**src/rtl/uart_rx_framer.sv**
```systemverilog
// uart_rx_framer
//   Reassembles byte frames from a UART receiver and replays the payload on a
//   valid/ready stream once the checksum has been verified.
//
//   Frame: 0xA5, LEN, LEN payload bytes, CHK with CHK = (LEN + sum(payload)) mod 256.
//
//   Optional feature: define UART_RX_FRAMER_TIMEOUT_EN to abort a partial
//   frame after TIMEOUT_TICKS idle cycles (error code 2). Without the macro a
//   partial frame waits indefinitely.
//
// Ports
//   Clock       in   sole clock, rising edge
//   Reset       in   asynchronous active-low reset
//   RxDone_i    in   one-cycle strobe: RxData_i holds a received byte
//   RxData_i    in   received byte
//   Data_o      out  payload byte
//   Valid_o     out  Data_o valid
//   Ready_i     in   consumer accepts Data_o
//   Last_o      out  final payload byte (qualified by Valid_o)
//   FrameOk_o   out  one-cycle pulse: frame accepted
//   FrameErr_o  out  one-cycle pulse: frame or byte rejected
//   ErrCode_o   out  cause of last error: 0 BADLEN, 1 CHECKSUM, 2 TIMEOUT, 3 OVERRUN
module uart_rx_framer #(
    parameter int MAX_LEN       = 16,
    parameter int TIMEOUT_TICKS = 10000
) (
    input  logic       Clock,
    input  logic       Reset,
    input  logic       RxDone_i,
    input  logic [7:0] RxData_i,
    output logic [7:0] Data_o,
    output logic       Valid_o,
    input  logic       Ready_i,
    output logic       Last_o,
    output logic       FrameOk_o,
    output logic       FrameErr_o,
    output logic [1:0] ErrCode_o
);

    localparam int         IDX_W     = (MAX_LEN > 1) ? $clog2(MAX_LEN) : 1;
    localparam logic [7:0] MAX_LEN_B = 8'(MAX_LEN);
    localparam logic [7:0] SOF       = 8'hA5;

    localparam logic [1:0] ERR_BADLEN   = 2'd0;
    localparam logic [1:0] ERR_CHECKSUM = 2'd1;
    localparam logic [1:0] ERR_OVERRUN  = 2'd3;

    if (MAX_LEN < 1 || MAX_LEN > 255 || TIMEOUT_TICKS < 1) begin : g_bad_param
        $error("uart_rx_framer: MAX_LEN must be 1..255 and TIMEOUT_TICKS >= 1");
    end

    typedef enum logic [2:0] {
        S_IDLE,
        S_LEN,
        S_PAYLOAD,
        S_CHECK,
        S_EMIT
    } state_t;

    state_t     state;
    logic [7:0] len_q;
    logic [7:0] cnt_q;      // write index in PAYLOAD, read index in EMIT
    logic [7:0] sum_q;
    logic [7:0] buf_q [MAX_LEN];
    logic [7:0] nxt_idx;

    assign nxt_idx = cnt_q + 8'd1;

`ifdef UART_RX_FRAMER_TIMEOUT_EN
    localparam int TW = $clog2(TIMEOUT_TICKS + 1);
    logic [TW-1:0] tmo_q;
    logic          tmo_active;

    assign tmo_active = (state == S_LEN) || (state == S_PAYLOAD) || (state == S_CHECK);
`endif

    // Payload storage carries no reset: it is only read after being written
    // by the current frame.
    always_ff @(posedge Clock) begin
        if (state == S_PAYLOAD && RxDone_i)
            buf_q[cnt_q[IDX_W-1:0]] <= RxData_i;
    end

    always_ff @(posedge Clock or negedge Reset) begin
        if (!Reset) begin
            state      <= S_IDLE;
            len_q      <= 8'd0;
            cnt_q      <= 8'd0;
            sum_q      <= 8'd0;
            Data_o     <= 8'd0;
            Valid_o    <= 1'b0;
            Last_o     <= 1'b0;
            FrameOk_o  <= 1'b0;
            FrameErr_o <= 1'b0;
            ErrCode_o  <= 2'd0;
`ifdef UART_RX_FRAMER_TIMEOUT_EN
            tmo_q      <= '0;
`endif
        end else begin
            FrameOk_o  <= 1'b0;
            FrameErr_o <= 1'b0;

            case (state)
                S_IDLE: begin
                    if (RxDone_i && RxData_i == SOF)
                        state <= S_LEN;
                end

                S_LEN: begin
                    if (RxDone_i) begin
                        if (RxData_i == 8'd0 || RxData_i > MAX_LEN_B) begin
                            FrameErr_o <= 1'b1;
                            ErrCode_o  <= ERR_BADLEN;
                            state      <= S_IDLE;
                        end else begin
                            len_q <= RxData_i;
                            sum_q <= RxData_i;   // checksum covers LEN too
                            cnt_q <= 8'd0;
                            state <= S_PAYLOAD;
                        end
                    end
                end

                S_PAYLOAD: begin
                    if (RxDone_i) begin
                        sum_q <= sum_q + RxData_i;
                        if (cnt_q == len_q - 8'd1)
                            state <= S_CHECK;
                        else
                            cnt_q <= nxt_idx;
                    end
                end

                S_CHECK: begin
                    if (RxDone_i) begin
                        if (RxData_i == sum_q) begin
                            FrameOk_o <= 1'b1;
                            Valid_o   <= 1'b1;
                            Data_o    <= buf_q[0];
                            Last_o    <= (len_q == 8'd1);
                            cnt_q     <= 8'd0;
                            state     <= S_EMIT;
                        end else begin
                            FrameErr_o <= 1'b1;
                            ErrCode_o  <= ERR_CHECKSUM;
                            state      <= S_IDLE;
                        end
                    end
                end

                S_EMIT: begin
                    // Any byte here (including one coinciding with the final
                    // transfer) is lost; the stream itself is untouched.
                    if (RxDone_i) begin
                        FrameErr_o <= 1'b1;
                        ErrCode_o  <= ERR_OVERRUN;
                    end
                    if (Valid_o && Ready_i) begin
                        if (Last_o) begin
                            Valid_o <= 1'b0;
                            Last_o  <= 1'b0;
                            state   <= S_IDLE;
                        end else begin
                            cnt_q  <= nxt_idx;
                            Data_o <= buf_q[nxt_idx[IDX_W-1:0]];
                            Last_o <= (nxt_idx == len_q - 8'd1);
                        end
                    end
                end

                default: state <= S_IDLE;
            endcase

`ifdef UART_RX_FRAMER_TIMEOUT_EN
            // Counts idle cycles between strobes while a frame is being
            // collected; the abort overrides whatever the FSM chose above.
            if (tmo_active && !RxDone_i) begin
                if (tmo_q == TW'(TIMEOUT_TICKS - 1)) begin
                    tmo_q      <= '0;
                    FrameErr_o <= 1'b1;
                    ErrCode_o  <= 2'd2;
                    state      <= S_IDLE;
                end else begin
                    tmo_q <= tmo_q + TW'(1);
                end
            end else begin
                tmo_q <= '0;
            end
`endif
        end
    end

endmodule

```
**config.mk**
```make
export PLATFORM = sky130hd
export DESIGN_NAME = uart_rx_framer
export DESIGN_NICKNAME = d
export VERILOG_FILES = /design/src/rtl/uart_rx_framer.sv
export SDC_FILE = /design/constraint.sdc
export NUM_CORES = 1
export LEC_CHECK = 0
export ABC_AREA = 1
export CAP_MARGIN = 20
export CORE_ASPECT_RATIO = 1.1
export CORE_MARGIN = 2
export CORE_UTILIZATION = 40
export DETAILED_ROUTE_END_ITERATION = 6
export SLEW_MARGIN = 5
export SYNTH_ARGS = -nofsm -noshare
export SYNTH_HDL_FRONTEND = slang
export SYNTH_SLANG_ARGS = --single-unit
```
**constraint.sdc**
```tcl
create_clock -name Clock -period 2.6 [get_ports Clock]
set_input_delay 0.52 -clock Clock [delete_from_list [all_inputs] [get_ports Clock]]
set_output_delay 0.52 -clock Clock [all_outputs]
set_load 0.05 [all_outputs]
```
==> summary.md <==
| Metric | Value |
|---|---|
| Grt ovf | `0` |
| Largest incremental delay on the critical path | `0.42 ns` |
| CP Buf/Inv Count | `1` |
| Slew headroom | `55.5%` |
| Initial antenna violation count | `0` |
| Clk_skew | `0.00803 ns` |
| Post-DP Area | `8800 um^2` |
| Mapped cell area | `7950 um^2` |
| RSZ-0062 raised after global routing | `false` |
| Die H | `152 um` |
| Max Cap Violations | `0` |
| Flops & latches, synth | `169` |
| Post-cts sizing count | `0` |
| Min cycle time layout | `2.26 ns` |
| Latest clock arrival within the worst-skew pair | `0.43 ns` |
| Initial cell density of the core | `40.4%` |
| Slowest stage cell, crit path | `dfrtp_1` |
| Crit path arrival time | `2.58 ns` |
| Synth async-reset ratio | `24.3%` |
| Crit end category | `flip-flop` |
| Hold_buf cts | `0` |
| Most common cell after layout, fill and taps aside | `nand2_1` |
| Clock sinks | `169` |
| CTS Buf Count | `17` |
| Crit path max fanout | `6` |
| Slew @ Worst Pin | `0.667 ns` |
| Routed via count | `5848` |
| Max clock buf depth | `2` |
| Drc violations | `0` |
| ANT nets after route | `0` |
| H-tree depth | `4` |
| Final worst slack | `0.341 ns` |
| Via count of the first global-routing pass | `5812` |
| DP Worst Slack | `-0.0761 ns` |
| GRT Total Usage | `19.0%` |
| Fmax | `0.443 GHz` |
| Die W | `138 um` |
| Drt wl/cell | `16.9 um` |
| Status | `finished clean` |
| 1st-pass router iterations | `5` |
| Post-synthesis cell type count | `36` |
| Vias per cell | `5.21` |
| DP HPWL | `13000 um` |
| Share of the synthesized area in the top cell type | `48.4%` |
| Pwr Total | `5.91 mW` |
| Largest area contributor in the netlist | `edfxtp_1` |
| CP Class | `reg2reg` |
| Antenna cells | `0` |
| Largest net degree at the start of global routing | `66` |
| Postcts setup bufs | `0` |
| Yosys warns | `0` |
| EDFF count, synth | `128` |
| Crit-path cells | `inv_1 > ha_1 > nand2_1 > nor2_1 > nand2_1 > nand3_1 > nand2_1 > nor2_1 > nand3_1 > nand2_1 > nand2_1 > nand2_1 > nand2_1` |
| CTS tree | `built` |
| Top-level I/O count | `26` |
| Clock root cell | `clkbuf_16` |
| Post-route insts no fill | `1122` |
| Final Hold Viols | `0` |
| Pleak | `3.67 nW` |
| Drt total wl | `19000 um` |
| Placed cell count | `1090` |
| Endpoints failing setup | `0` |
| Crit path max-delay family | `simple AND/OR/NAND/NOR gates` |
| Fin nets | `883` |
| Clock-pin slew on the worst setup and hold paths | `0.07 ns` |
| PwrDens | `627 nW/um^2` |
| Most frequent cells in the layout | `nand2_1 (149), nor2_1 (135), edfxtp_1 (128)` |
| IO Port Bufs | `25` |
| Die ar. | `21000 um^2` |
| Final instance area | `9430 um^2` |
| First-pass GRT wire length | `31000 um` |
| Crit path launch type | `flip-flop` |
| Placement row count | `54` |
| Post-Syn Nets | `815` |
| Worst Path Required | `2.92 ns` |
| Crit-path most repeated cell | `nand2_1` |
| # fillers | `1789` |
| Synth area leaders | `edfxtp_1 (48%), dfrtp_1 (13%), nand2_1 (7.0%)` |
| Layout cell share with drive strength beyond 1 | `14.1%` |
| Maximum VDD drop | `0.439 mV` |
| Fin crit share | `86.9%` |
| Setup TNS | `0 ns` |
| Area growth, synth to finish | `18.6%` |
| Hold Path Class | `in2async` |
| RD Place Congestion | `0.860` |
| Core box area | `19700 um^2` |
| Mapped Cells | `789` |
| Final Max Tran Viols | `0` |
| Post-synthesis sequential area ratio | `61.3%` |
| Syn_area_per_cell | `10.1 um^2` |
| Iteration-0 DRC Markers | `457` |
| Most common flop cell mapped by yosys | `edfxtp_1` |
==> final cells by class <==
cell class | count | area (um^2) | area share, %
tap | 252 | 315 | 3.35
clock buffer | 19 | 433 | 4.59
inverter | 47 | 176 | 1.87
multi-input combinational | 542 | 2770 | 29.4
clock inverter | 13 | 193 | 2.04
sequential | 169 | 4870 | 51.7
timing repair buffer | 80 | 671 | 7.12
==> final timing paths <==
check / startpoint / to / depth (start not counted) / slack [ns]
hold reg to reg: Data_o[3] / Data_o[3] / 2 / 0.49
setup / recovery: len_q[0] / state[1] / 13 / 0.34
max in group asynchronous: Reset / sum_q[1] / 2 / 1.83
setup reg to reg: len_q[0] / state[1] / 13 / 0.34
min in group Clock: Data_o[3] / Data_o[3] / 2 / 0.49
hold / removal: Reset / Valid_o / 1 / 0.12
==> state kept, by name (all words and copies together) (netlist names) <==
register and cells:
FrameOk_o 1, Data_o 8, buf_q 128, state 3, len_q 8, ErrCode_o 2
sum_q 8, FrameErr_o 1, Valid_o 1, cnt_q 8, Last_o 1
==> logic make-up (layout without fill, tap and decap cells) <==
| kind of cell | after synthesis | count (layout) | share of synthesized area [%] |
|---|---|---|---|
| and+or+nand+nor | 368 | 368 | 20.2 |
| DFF | 169 | 169 | 61.3 |
| AOI/OAI and AO/OA | 148 | 148 | 10.9 |
| buffers and inverters | 78 | 159 | 4.01 |
| adders and majority gates | 14 | 14 | 2.30 |
| xor gates and xnor gates | 12 | 12 | 1.32 |
==> routing by layer <==
layer	track usage, %	part of all wire [%]	up-vias	wire, um
met5	0	0	-	0
met4	5.20	1.3	0	243
met3	3.75	4.0	18	758
met2	33.1	51	112	9670
met1	24.3	44	2830	8340
li1	-	-	2888	-
==> synthesized netlist by cell type (all sizes together), types with 9 or more instances <==
cell type and n:
nand2 155, nor2 144, edfxtp 128, o21ai 83, nand3 49, inv 46
dfrtp 41, clkbuf 17, o211ai 16, o221ai 16, o22ai 16, a21oi 14
buf 14, ha 13, nand4 9
==> metrics by stage <==
step / util, % / hold slack [ns]
2_1_floorplan: - / 0.224
3_3_place_gp: 44.8 / 0.468
3_5_place_dp: 44.8 / 0.475
4_1_cts: 47.9 / 0.134
5_1_grt: 47.9 / 0.169
6_report: 47.9 / 0.124
==> where the power goes <==
group	internal [mW]	total, mW	leakage, nW	switching [mW]
clock	1.62	2.68	0.297	1.06
combinational	0.102	0.313	1.71	0.211
sequential	2.92	2.92	1.66	0.00810
==> worst register-to-register path: cells and delay by family (launching register included) <==
family	cells	cell delay (ns)
and+or+nand+nor	11	1.31
DFF	1	0.42
buffers and inverters	1	0.18
adders and majority gates	1	0.26
(Power assumes the default switching activity.)
